## config.mk

```make
export PLATFORM = sky130hd
export DESIGN_NAME = rf_wb_arbiter
export DESIGN_NICKNAME = d
export VERILOG_FILES = /design/src/rtl/rf_wb_arbiter.sv
export SDC_FILE = /design/constraint.sdc
export NUM_CORES = 1
export LEC_CHECK = 0
export ABC_AREA = 0
export BUFFER_PORTS_ARGS = -buffer_cell sky130_fd_sc_hd__buf_2
export CAP_MARGIN = 20
export CORE_MARGIN = 2
export CORE_UTILIZATION = 30
export DETAILED_ROUTE_END_ITERATION = 10
export PLACE_DENSITY = 0.62
export RECOVER_POWER = 50
export REMOVE_ABC_BUFFERS = 1
export SYNTH_ARGS = -nofsm -noshare
export SYNTH_HDL_FRONTEND = slang
export SYNTH_SLANG_ARGS = --single-unit
```

## constraint.sdc

```tcl
create_clock -name clk -period 4 [get_ports clk]
set_input_delay 0.2 -clock clk [delete_from_list [all_inputs] [get_ports clk]]
set_output_delay 0.2 -clock clk [all_outputs]
set_load 0.005 [all_outputs]
```

## src/rtl/rf_wb_arbiter.sv

```systemverilog
// rf_wb_arbiter
//   Arbitrates the single register-file write port between two writeback
//   requesters (A = ALU result, B = load result), registers the granted
//   write toward reg_file, and keeps a pending-write scoreboard so the
//   issue stage can stall on read-after-write hazards.
//
//   Build option: RF_WB_FIXED_PRIO_EN
//     defined   - fixed priority, B (load) wins every contended cycle
//     undefined - round-robin between A and B (default)
//
//   Ports
//     clk, rstd             clock / async active-low reset
//     a_valid/a_addr/a_data requester A write request; a_ready = accepted
//     b_valid/b_addr/b_data requester B write request; b_ready = accepted
//     sb_set, sb_set_addr   issue stage marks a register as pending
//     sb_busy               bit k = write to rk still outstanding
//     wa, wr, wren          registered reg_file write port (wren active-low)
module rf_wb_arbiter #(
    parameter int AW = 5,
    parameter int DW = 32
) (
    input  logic          clk,
    input  logic          rstd,
    input  logic          a_valid,
    input  logic [AW-1:0] a_addr,
    input  logic [DW-1:0] a_data,
    output logic          a_ready,
    input  logic          b_valid,
    input  logic [AW-1:0] b_addr,
    input  logic [DW-1:0] b_data,
    output logic          b_ready,
    input  logic          sb_set,
    input  logic [AW-1:0] sb_set_addr,
    output logic [31:0]   sb_busy,
    output logic [AW-1:0] wa,
    output logic [DW-1:0] wr,
    output logic          wren
);

    typedef struct packed {
        logic [AW-1:0] addr;
        logic [DW-1:0] data;
    } wb_req_t;

    wb_req_t     sel;
    logic        acc;
    logic [31:0] sb_next;

    // ---------------------------------------------------------------
    // Grant selection. Readies are forced low during reset so nothing
    // is accepted while the block is being cleared.
    // ---------------------------------------------------------------
`ifdef RF_WB_FIXED_PRIO_EN
    assign b_ready = rstd & b_valid;
    assign a_ready = rstd & a_valid & ~b_valid;
`else
    // ptr_b=1: B wins the next contended cycle.
    logic ptr_b;

    assign a_ready = rstd & a_valid & (~b_valid | ~ptr_b);
    assign b_ready = rstd & b_valid & (~a_valid |  ptr_b);

    // Pointer moves only when both sides competed; the loser goes next.
    always_ff @(posedge clk or negedge rstd) begin
        if (!rstd)
            ptr_b <= 1'b0;
        else if (a_valid && b_valid)
            ptr_b <= ~ptr_b;
    end
`endif

    assign acc      = a_ready | b_ready;
    assign sel.addr = a_ready ? a_addr : b_addr;
    assign sel.data = a_ready ? a_data : b_data;

    // ---------------------------------------------------------------
    // Registered write port. A grant to r0 is accepted (so the
    // requester can retire it) but never turns into a write.
    // ---------------------------------------------------------------
    always_ff @(posedge clk or negedge rstd) begin
        if (!rstd) begin
            wren <= 1'b1;
            wa   <= '0;
            wr   <= '0;
        end else if (acc && sel.addr != '0) begin
            wren <= 1'b0;
            wa   <= sel.addr;
            wr   <= sel.data;
        end else begin
            wren <= 1'b1;
        end
    end

    // ---------------------------------------------------------------
    // Scoreboard. A bit clears on the edge reg_file actually writes the
    // register (registered wren low). The set is applied after the clear
    // so a newer producer issued on that same edge keeps the bit busy.
    // ---------------------------------------------------------------
    always_comb begin
        sb_next = sb_busy;
        if (!wren)
            sb_next[wa] = 1'b0;
        if (sb_set && sb_set_addr != '0)
            sb_next[sb_set_addr] = 1'b1;
        sb_next[0] = 1'b0;
    end

    always_ff @(posedge clk or negedge rstd) begin
        if (!rstd)
            sb_busy <= '0;
        else
            sb_busy <= sb_next;
    end

endmodule
```

; Word level (Yosys, flattened, before mapping)
; Index checks and enable logic that the tools add are counted.
[totals]
word_cells = 38
regBits = 70
in_bits = 84
[classes]
reduce_logical = 7
n_lt_le_gt_ge = 4
bitwise_logic = 13
muxes = 9
[op_table]
columns = operator, n
row1 = two-way mux 32 bit, 3
row2 = bitwise AND 32 bit, 1
row3 = inverter 32 bit, 1
row4 = OR 32 bit, 1
row5 = "< comparator 5 x 6 -> 1 bit, second input constant", 2
row6 = demux 1 bit (select 5 bit), 2
row7 = ">= comparator 5 x 1 -> 1 bit, second input constant", 2
row8 = nonzero test 5 bit, 2
row9 = logical AND 1 bit, 5
row10 = two-way mux 5 bit, 1
row11 = bitwise AND 1 bit, 4
row12 = two-way mux 1 bit, 3
row13 = inverter 1 bit, 3
row14 = OR 1 bit, 3

; Depth between registers and ports, before layout
; Gate-level depths: netlist (run 1).
[logic_depth]
depth_word = 9
ltp_mapped = 7
ltp_nobuf = 5

; Worst setup path before layout (run 1)
; No wires, ideal clock.
[synth_timing]
path_type = register to register
start = reg ptr_b
end = reg wr[27]
period_less_slack_ns = 1.767
t_arrival_ns = 1.642
setup_slack_ns = 2.233
stages_incl_launch_ff = 7
cell_sequence = dfrtp_1 -> nand2_1 -> nand3_1 -> buf_2 -> buf_2 -> mux2_2 -> mux2_4
[synth_between]
elab_chain_cells = 6
elab_cells_between_ends = 10
classes_between = mux: 2 / bitwise: 6 / reduce/logical: 2
[synth_rtl]
columns = item, line_no
row1 = "start, declared", 58  ; logic ptr_b;
row2 = "start signal, assigned", 68  ; ptr_b <= ~ptr_b;
row3 = inverter 1 bit, 60  ; assign a_ready = rstd & a_valid & (~b_valid | ~ptr_b);
row4 = OR 1 bit, 60
row5 = bitwise AND 1 bit, 60
row6 = two-way mux 5 bit, 73  ; assign sel.addr = a_ready ? a_addr : b_addr;
row7 = nonzero test 5 bit, 85  ; end else if (acc && sel.addr != '0) begin
row8 = logical AND 1 bit, 85
row9 = "end signal, assigned", 88  ; wr <= sel.data;
row10 = "end, declared", 36  ; output logic [DW-1:0] wr,
; Several ways; a longest one is shown, not always the timed one.
; A chain may end at the register's enable or synchronous reset.

; Final worst setup path (run 1)
[layout_timing]
start = in rstd
end = reg wr[31]
[layout_between]
elab_chain_cells = 5
elab_cells_between_ends = 9
classes_between = mux: 2 / bitwise: 5 / reduce/logical: 2
[layout_rtl]
columns = item, line_no
row1 = "start, declared", 23  ; input logic rstd,
row2 = bitwise AND 1 bit (2 in series), 60
row3 = two-way mux 5 bit, 73
row4 = nonzero test 5 bit, 85
row5 = logical AND 1 bit, 85
; Several ways; a longest one is shown, not always the timed one.

==> qor.yml, run 1 <==
tightest_slew_ns: 0.765
cts_resized: 0
first_pass_iters: 5
synth_top_cell_area_share: 0.499
cts_buffers: 9
fin_nets: 530
grt_usage: 0.152
powerDensity_nw_per_um2: 576
area_growth_pct: 36.2
start_util: 0.305
critical_path.endpoint: "wr[31]$_DFFE_PN0P_"
postRouteAntennaNets: 0
pwr-share-comb: 0.245
p_clk_frac: 0.361
rsz0062_at_grt: "no"
critical_path.startpoint: "rstd"
drc: 0
p_seq_frac: 0.395
p_int_mw: 1.96
post-route-period-util: 0.663
ys_warn_count: 0
r2r_end: "wr[31]$_DFFE_PN0P_"
cts_tree: "built"
finalSetupViolations: 0
grt_pass1_vias: 2886
numClockSinks: 70
synth_area_sq_um: 3460
switching_share: 0.277
async_reset_ff_frac: 1.00
period_needed_ns: 2.65
avgSynthCellArea_sq_um: 11.9
drive_above_1_share: 0.450
clk_pin_slew_ns: 0.06
diodes: 0
io_pins: 156
synth_edf_count: 0
viasPerCell: 4.86
grt_overflow_total: 0
clock_latency_ns: 0.32
fin_skew_ns: 0.00426
cts_buffer_depth: 2
ctsHtreeMaxLevel: 3
min_path_type: "input port to register"
drtIter0Drc: 150
critPathKind: "input port to register"
ys_seq_area_frac: 0.507
yosys_most_used_dff: "dfrtp_1"
start_kind: "input port"
synthCells: 290
layoutNonFillerInstCount: 594
rr_worst_depth: 5
r2r-start: "ptr_b$_DFFE_PN0P_"
end_kind: "register"
total_power_mw: 2.71
vdd_drop_max_uv: 227
final_area_sq_um: 4710
routedWlPerCell_microns: 15.7
fmax_ghz: 0.377
leakagePower_nw: 2.08
cp_data_required_time_ns: 4.20
max_slew_margin: 0.486
hold_viol_final: 0
fin_tns_setup_ns: 0
synth-seq-cells: 70
critPathMaxFanout: 36
vias: 2889
io_buffers: 154
routed_wl_mm: 9.35
clock-root-buffer: "clkbuf_16"
grt_antenna_before_repair: 0
slew_violations: 0
r2r_slack_ns: 1.91
most-common-layout-cells: "119 x buf_2, 69 x dfrtp_1, 64 x o21ai_0, 32 x mux2_2, 32 x clkbuf_1"
p_switching_mw: 0.751
rows: 39
maxCapViolations: 0
final_common_cell: "buf_2"
fp.dieW_microns: 111
yosys.area.top_type: "dfrtp_1"
placed_area_sq_um: 4370
fillerInstances: 1111
worstPathArrival_ns: 2.86
grt_pass1_wl_mm: 14.9
fp.dieH_microns: 111
gp_congestion: 0.866
yosys-top-cells-area: "dfrtp_1 50%, mux2_4 12%, mux2_2 10%"
status: "complete, no violations"
dieArea_sq_um: 12400
core_region_area_sq_um: 11300
dpl.hpwl_mm: 6.99
fin_util: 0.416
grt_max_degree: 42
dp.cells: 577
ys_types: 37
## cell families after synthesis
family	synth area share
AO/OA/AOI/OAI	0.125
XOR/XNOR	0.00253
buffers and inverters	0.0282
flip-flops	0.507
multiplexers	0.248
other	0.00108
AND/OR/NAND/NOR	0.0887
## critical path, cell delays in order
cell           delay [ns]
dlygate4sd3_1        0.56
buf_4                0.38
o21ai_1              0.38
a211oi_4             0.66
buf_12               0.30
mux2_1               0.35
## layout make-up
type	count	area (sq um)	area share
Sequential cell	70	1750	0.372
Multi-Input combinational cell	202	1610	0.342
Timing Repair Buffer	158	776	0.165
Clock buffer	10	239	0.0507
Tap cell	143	179	0.0380
Clock inverter	6	133	0.0282
Inverter	5	18.8	0.00399
## flip-flops by register name (all words and copies together), names as in the netlist
register	cells
wren	1
ptr_b	1
wa	5
wr	32
sb_busy	31
## how the worst min path moves through the flow
stage	depth (start not counted)	slack [ns]	end	start
floorplan	0	-0.1	ptr_b$_DFFE_PN0P_	rstd
CTS	3	0.16	ptr_b$_DFFE_PN0P_	b_valid
global placement	1	0.17	wa[2]$_DFFE_PN0P_	rstd
detailed placement	1	0.17	wa[1]$_DFFE_PN0P_	rstd
global route	3	0.20	ptr_b$_DFFE_PN0P_	b_valid
finish	3	0.17	ptr_b$_DFFE_PN0P_	b_valid
## synth_stat cells (4+ instances only)
cell	n
and2_1	5
clkbuf_1	6
dfrtp_1	69
inv_1	5
mux2_1	4
mux2_2	32
mux2_4	28
nand2_1	12
nand2b_1	4
nand3_1	10
nor2_1	6
o21ai_0	64
or3_1	4
## power by group through the flow
stage / logic [mW] / clock network, mW / registers, mW
floorplan: 0.319 / 0 / 1.07
global placement: 0.679 / 0 / 1.07
detailed placement: 0.698 / 0 / 1.07
CTS: 0.700 / 1.00 / 1.07
global route: 0.742 / 1.03 / 1.10
finish: 0.663 / 0.978 / 1.07
## through the flow
| stage | hold slack, ns | setup WS (ns) |
|---|---|---|
| floorplan | -0.0956 | 0.294 |
| detailed placement | 0.173 | 1.50 |
| global route | 0.196 | 1.11 |
| finish | 0.172 | 1.35 |
| CTS | 0.163 | 1.26 |
| global placement | 0.167 | 1.58 |
## metal layers
metal | global-route usage | up-vias | share of wire
li1 | - | 1368 | -
met1 | 0.196 | 1333 | 0.44
met2 | 0.246 | 171 | 0.45
met3 | 0.0408 | 17 | 0.089
met4 | 0.0584 | 0 | 0.021
met5 | 0 | - | 0
## repair_timing
item / in CTS / in global routing
buffers inserted: 0 / 0
hold buffers: 1 / 0
hold endpoints to repair: 29 / 0
setup endpoints to repair: 0 / 0
Note: power is estimated with default switching activity, not from simulation.
==> inputs of run 2 (changes only) <==
--- a/config.mk
+++ b/config.mk
@@ -11,7 +11,7 @@
 export CORE_MARGIN = 2
 export CORE_UTILIZATION = 30
 export DETAILED_ROUTE_END_ITERATION = 10
-export PLACE_DENSITY = 0.62
+export PLACE_DENSITY = 0.64
 export RECOVER_POWER = 50
 export REMOVE_ABC_BUFFERS = 1
 export SYNTH_ARGS = -nofsm -noshare
==> constraint.sdc (replaced) <==
create_clock -name clk -period 2.3 [get_ports clk]
set_input_delay 0.115 -clock clk [delete_from_list [all_inputs] [get_ports clk]]
set_output_delay 0.115 -clock clk [all_outputs]
set_load 0.005 [all_outputs]
==> run 2 against run 1 <==
Effect of this change: global-route usage down 0.27 points; critical path type is now register to register; core utilization shrank 0.72 points; largest cell class unchanged; die area stayed put; worst hold slack got worse by 0.081 ns.
==> qor.yml, run 2 (synthesis results as in run 1) <==
status: "complete, no violations"  # unchanged
fin_skew_ns: 0.00582  # was 0.00426 ns
io_buffers: 154  # unchanged
p_switching_mw: 1.28  # was 0.751 mW
grt_overflow_total: 0  # unchanged
routedWlPerCell_microns: 15.7  # about the same
grt_usage: 0.149  # was 0.152
reg_top3: "wr: 32 flops, sb_busy: 31 flops, wa: 5 flops"  # unchanged
worstPathArrival_ns: 2.24  # was 2.86 ns
max_slew_margin: 0.394  # was 0.486
area_growth_pct: 33.9  # was 36.2%
largest_reg_flops: 32  # unchanged
post-route-period-util: 0.887
critPathKind: "register to register"  # was input port to register
finalSetupViolations: 0  # unchanged
p_clk_frac: 0.295  # was 0.361
period_needed_ns: 2.04
fmax_ghz: 0.490
cts_tree: "built"  # unchanged
switching_share: 0.299  # was 0.277
ctsHtreeMaxLevel: 3  # unchanged
viasPerCell: 4.90  # was 4.86
fin_ws_ns: 0.260  # was 1.35 ns
layoutNonFillerInstCount: 594  # unchanged
drtIter0Drc: 122  # was 150
post-place-ws_ns: 0.264  # was 1.50 ns
cp_data_required_time_ns: 2.50  # was 4.20 ns
hold_viol_final: 0  # unchanged
total_power_mw: 4.30  # was 2.71 mW
p_int_mw: 3.01  # was 1.96 mW
rsz0062_at_grt: "no"  # unchanged
clock_latency_ns: 0.32  # about the same
pwr-share-comb: 0.276  # was 0.245
slew_violations: 0  # unchanged
min_path_type: "input port to register"  # unchanged
cts_resized: 0  # unchanged
vdd_drop_max_uv: 351  # was 227 uV
regMostFlops: "wr"  # unchanged
core_region_area_sq_um: 11300  # unchanged
grt_pass1_wl_mm: 14.9  # about the same
most-common-layout-cells: "132 x buf_2, 69 x dfrtp_1, 64 x o21ai_0, 32 x mux2_2, 28 x mux2_4"  # was 119 x buf_2, 69 x dfrtp_1, 64 x o21ai_0, 32 x mux2_2, 32 x clkbuf_1
rows: 39  # unchanged
dp.cells: 578  # was 577
post-cts-setup-buffers: 0  # unchanged
cts_buffers: 9  # unchanged
fp.dieW_microns: 111  # unchanged
first_pass_iters: 4  # was 5
dieArea_sq_um: 12400  # unchanged
fp.dieH_microns: 111  # unchanged
drive_above_1_share: 0.477  # was 0.450
end_kind: "register"  # unchanged
gp_congestion: 0.911  # was 0.866
numClockSinks: 70  # unchanged
leakagePower_nw: 2.07  # was 2.08 nW
clk_pin_slew_ns: 0.05  # was 0.06 ns
grt_pass1_vias: 2955  # was 2,886
fin_util: 0.409  # was 0.416
io_pins: 156  # unchanged
dpl.hpwl_mm: 7.09  # was 6.99 mm
maxCapViolations: 0  # unchanged
cts_hold_buf: 0  # was 1
postRouteAntennaNets: 0  # unchanged
grt_max_degree: 74  # was 42
powerDensity_nw_per_um2: 928  # was 576 nW/um^2
routed_wl_mm: 9.34  # was 9.35 mm
grt_antenna_before_repair: 0  # unchanged
diodes: 0  # unchanged
start_kind: "register"  # was input port
fin_tns_setup_ns: 0  # unchanged
clock-root-buffer: "clkbuf_16"  # unchanged
cts_buffer_depth: 2  # unchanged
fin_nets: 530  # unchanged
vias: 2912  # was 2,889
final_common_cell: "buf_2"  # unchanged
drc: 0  # unchanged
tightest_slew_ns: 0.910  # was 0.765 ns
start_util: 0.305  # unchanged
critPathMaxFanout: 27  # was 36
p_seq_frac: 0.429  # was 0.395
==> run 2: cell count changes in the layout (fill, tap and decap cells not counted), moves of 2 or more <==
| cell | before | now |
|---|---|---|
| buf_1 | 2 | 0 |
| buf_2 | 119 | 132 |
| bufinv_16 | 4 | 0 |
| clkbuf_1 | 32 | 24 |
==> run 2: power by group through the flow <==
stage,clock network [mW],registers (mW),logic (mW)
2_1_floorplan,0,1.86,0.555
3_3_place_gp,0,1.85,1.20
3_5_place_dp,0,1.85,1.24
4_1_cts,1.30,1.84,1.24
5_1_grt,1.36,1.90,1.32
6_report,1.27,1.84,1.19
==> run 2: stage by stage <==
step | hold WS, ns | instance area (sq um)
floorplan | -0.181 | 3380
global route | 0.138 | 4630
detailed placement | 0.423 | 4380
finish | 0.0913 | 4630
global placement | 0.407 | 4380
CTS | 0.0809 | 4660
==> run 2: worst max-delay path, cell delays in order (launching register included) <==
cell,delay (ns)
dfrtp_1,0.37
and2_1,0.25
nor4_4,0.08
a211oi_4,0.55
buf_12,0.29
mux2_1,0.35
==> run 2: per-layer routing <==
| metal | share of wire | track usage | vias up |
|---|---|---|---|
| met3 | 0.075 | 0.0348 | 14 |
| met1 | 0.45 | 0.201 | 1377 |
| li1 | - | - | 1375 |
| met2 | 0.46 | 0.241 | 146 |
| met4 | 0.012 | 0.0453 | 0 |
| met5 | 0 | 0 | - |
==> run 2: cell type report <==
class | instances | area (sq um)
clock buffers | 13 | 260
clock inverters | 3 | 20.0
fillers | 1128 | 6690
inverters | 5 | 18.8
multi-input cells | 202 | 1610
flip-flops and latches | 70 | 1750
well taps | 143 | 179
repair buffers | 158 | 786
==> run 2: worst paths after layout <==
kind | startpoint | end | slack [ns] | cells after the start
worst min-delay path | b_valid | ptr_b$_DFFE_PN0P_ | 0.09 | 3
max in group asynchronous | rstd | sb_busy[6]$_DFF_PN0_ | 1.56 | 2
worst max-delay path | ptr_b$_DFFE_PN0P_ | wr[1]$_DFFE_PN0P_ | 0.26 | 5
min in group asynchronous | rstd | ptr_b$_DFFE_PN0P_ | 0.15 | 2
worst min register to register | wr[2]$_DFFE_PN0P_ | wr[2]$_DFFE_PN0P_ | 0.49 | 1
worst max register to register | ptr_b$_DFFE_PN0P_ | wr[1]$_DFFE_PN0P_ | 0.26 | 5
==> inputs of run 3 (changes only) <==
--- a/config.mk
+++ b/config.mk
@@ -5,11 +5,12 @@
 export SDC_FILE = /design/constraint.sdc
 export NUM_CORES = 1
 export LEC_CHECK = 0
-export ABC_AREA = 0
+export ABC_AREA = 1
 export BUFFER_PORTS_ARGS = -buffer_cell sky130_fd_sc_hd__buf_2
 export CAP_MARGIN = 20
 export CORE_MARGIN = 2
 export CORE_UTILIZATION = 30
+export CTS_CLUSTER_DIAMETER = 60
 export DETAILED_ROUTE_END_ITERATION = 10
 export PLACE_DENSITY = 0.64
 export RECOVER_POWER = 50
==> run 3 against run 2 <==
Effect of this change: power is 11% higher; via count is 21% higher; clock skew is 0.0027 ns higher; die area is 0.98% lower; global-route usage is 2.3 points higher; critical endpoint is now wr[25]$_DFFE_PN0P_; largest power group unchanged; the flow now finishes with violations (capacitance limit, slew limit); largest cell class unchanged; register-to-register slack better by 0.18 ns; critical path depth is 3 higher; maximum frequency is 9.7% higher; clock power hardly changed; critical path type unchanged; core utilization is 0.26 points lower; flip-flop and latch count stayed put; final cell count is 27% higher.
==> qor.yml, run 3 <==
status: "finished, violations left"  # was complete, no violations
failed_checks: "capacitance limit, slew limit"
ys_warn_count: 0  # unchanged
first_pass_iters: 4  # unchanged
ys_types: 25  # was 37
p_seq_frac: 0.428  # was 0.429
post-route-period-util: 0.808  # was 0.887
leakagePower_nw: 2.45  # was 2.07 nW
fmax_ghz: 0.538  # was 0.490 GHz
area_growth_pct: 33.8  # was 33.9%
fp.dieW_microns: 111  # about the same
fin_skew_ns: 0.00851  # was 0.00582 ns
yosys_most_used_dff: "dfrtp_1"  # unchanged
grt_max_degree: 71  # was 74
hold_viol_final: 0  # unchanged
grt_pass1_wl_mm: 17.2  # was 14.9 mm
drtIter0Drc: 185  # was 122
fin_util: 0.406  # was 0.409
rsz0062_at_grt: "no"  # unchanged
period_needed_ns: 1.86  # was 2.04 ns
synth-seq-cells: 70  # unchanged
reg_top3: "wr: 32 flops, sb_busy: 31 flops, wa: 5 flops"  # unchanged
routed_wl_mm: 10.1  # was 9.34 mm
final_common_cell: "nand2_1"  # was buf_2
dp.cells: 739  # was 578
core_region_area_sq_um: 11300  # about the same
switching_share: 0.354  # was 0.299
yosys.area.top_type: "dfrtp_1"  # unchanged
p_clk_frac: 0.265  # was 0.295
fp.dieH_microns: 111  # about the same
cp_data_required_time_ns: 2.51  # was 2.50 ns
dpl.hpwl_mm: 7.63  # was 7.09 mm
rr_worst_depth: 8  # was 5
clock_latency_ns: 0.32  # about the same
most-common-layout-cells: "203 x nand2_1, 140 x buf_2, 69 x dfrtp_1, 59 x nand3_1, 53 x o21ai_0"  # was 132 x buf_2, 69 x dfrtp_1, 64 x o21ai_0, 32 x mux2_2, 28 x mux2_4
diodes: 0  # unchanged
io_buffers: 154  # unchanged
maxCapViolations: 1  # was 0
regMostFlops: "wr"  # unchanged
async_reset_ff_frac: 1.00  # unchanged
finalSetupViolations: 0  # unchanged
end_kind: "register"  # unchanged
start_util: 0.304  # was 0.305
postRouteAntennaNets: 0  # unchanged
powerDensity_nw_per_um2: 1040  # was 928 nW/um^2
ys_seq_area_frac: 0.512  # was 0.507
synth_edf_count: 0  # unchanged
critPathKind: "register to register"  # unchanged
gp_congestion: 0.883  # was 0.911
numClockSinks: 70  # unchanged
r2r-start: "ptr_b$_DFFE_PN0P_"  # unchanged
yosys-top-cells-area: "dfrtp_1 50%, nand2_1 22%, nand3_1 8.6%"  # was dfrtp_1 50%, mux2_4 12%, mux2_2 10%
routedWlPerCell_microns: 13.4  # was 15.7 microns
drc: 0  # unchanged
vdd_drop_max_uv: 433  # was 351 uV
io_pins: 156  # unchanged
synth_area_sq_um: 3420  # was 3460 sq um
yosysMostFrequentCell: "nand2_1"  # was dfrtp_1
p_int_mw: 3.08  # was 3.01 mW
min_path_type: "input port to register"  # unchanged
synthCells: 455  # was 290
clock-root-buffer: "clkbuf_16"  # unchanged
post-cts-setup-buffers: 0  # unchanged
synth_top_cell_area_share: 0.505  # was 0.499
viasPerCell: 4.67  # was 4.90
pwr-share-comb: 0.307  # was 0.276
critical_path.startpoint: "ptr_b$_DFFE_PN0P_"  # unchanged
grt_overflow_total: 0  # unchanged
start_kind: "register"  # unchanged
grt_antenna_before_repair: 0  # unchanged
dieArea_sq_um: 12300  # was 12,400 sq um
layoutNonFillerInstCount: 755  # was 594
grt_pass1_vias: 3465  # was 2,955
largest_reg_flops: 32  # unchanged
cts_resized: 0  # unchanged
ctsHtreeMaxLevel: 3  # unchanged
synthTopCellsByCount: "203 x nand2_1, 69 x dfrtp_1, 59 x nand3_1"  # was 69 x dfrtp_1, 64 x o21ai_0, 32 x mux2_2
fin_nets: 691  # was 530
drive_above_1_share: 0.275  # was 0.477
clk_pin_slew_ns: 0.06  # was 0.05 ns
tightest_slew_ns: 1.75  # was 0.910 ns
max_slew_margin: -0.165  # was 0.394
worstPathArrival_ns: 2.07  # was 2.24 ns
cts_tree: "built"  # unchanged
hp-start: "a_valid"  # was b_valid
rows: 39  # unchanged
vias: 3524  # was 2,912
avgSynthCellArea_sq_um: 7.52  # was 11.9 sq um
cts_buffer_depth: 2  # unchanged
cts_hold_buf: 0  # unchanged
critPathMaxFanout: 35  # was 27
cts_buffers: 9  # unchanged
slew_violations: 71  # was 0
p_switching_mw: 1.69  # was 1.28 mW
grt_usage: 0.172  # was 0.149
hold_depth: 3  # unchanged
[run 3: worst paths after layout]
path	endpoint	slack [ns]
max in group asynchronous	wr[2]$_DFFE_PN0P_	0.76
hold / removal	ptr_b$_DFFE_PN0P_	0.07
hold reg to reg	wr[16]$_DFFE_PN0P_	0.47
setup / recovery	wr[25]$_DFFE_PN0P_	0.44
min in group asynchronous	wa[3]$_DFFE_PN0P_	0.51
setup reg to reg	wr[25]$_DFFE_PN0P_	0.44
[run 3: layer usage]
layer  wire, microns  part of all wire  track usage
met4             144             0.014       0.0525
met2            4530              0.45        0.270
met5               0                 0            0
met1            4550              0.45        0.228
met3             893             0.088       0.0530
[run 3: worst max-delay path: stages, from the launching register on]
cell     delay, ns
dfrtp_1       0.39
nand2_1       0.13
nand2_1       0.18
o21ai_1       0.21
nand2_1       0.11
inv_1         0.08
nand2_2       0.35
nand3_1       0.22
nand2_1       0.07
[run 3: power by group through the flow]
stage / registers (mW) / clock network [mW] / logic (mW)
global route: 2.11 / 1.36 / 1.69
CTS: 2.04 / 1.29 / 1.51
detailed placement: 2.05 / 0 / 1.51
global placement: 2.04 / 0 / 1.46
floorplan: 2.04 / 0 / 0.652
finish: 2.05 / 1.27 / 1.46
[run 3: per-stage QoR]
step / hold slack, ns / setup WS, ns / total power, mW / instance area [sq um] / setup TNS (ns)
detailed placement: 0.400 / 0.430 / 3.56 / 4330 / 0
floorplan: -0.181 / -0.175 / 2.69 / 3320 / -6.62
global placement: 0.401 / 0.548 / 3.50 / 4330 / 0
finish: 0.0669 / 0.441 / 4.78 / 4580 / 0
global route: 0.0688 / 0.105 / 5.17 / 4580 / 0
CTS: 0.0612 / 0.419 / 4.85 / 4600 / 0
[run 3: layout make-up]
class                   count  area, sq um
fillers                  1194         6690
flip-flops and latches     70         1750
multi-input cells         338         1460
repair buffers            160          808
clock buffers               9          225
well taps                 143          179
inverters                  28          105
clock inverters             7         51.3
[run 3: cell families after synthesis]
logic type / Yosys count / synth area share
AND/OR/NAND/NOR: 276 / 0.329
flip-flops: 70 / 0.512
AO/OA/AOI/OAI: 60 / 0.0929
buffers and inverters: 47 / 0.0618
XOR/XNOR: 1 / 0.00256
other: 1 / 0.00110
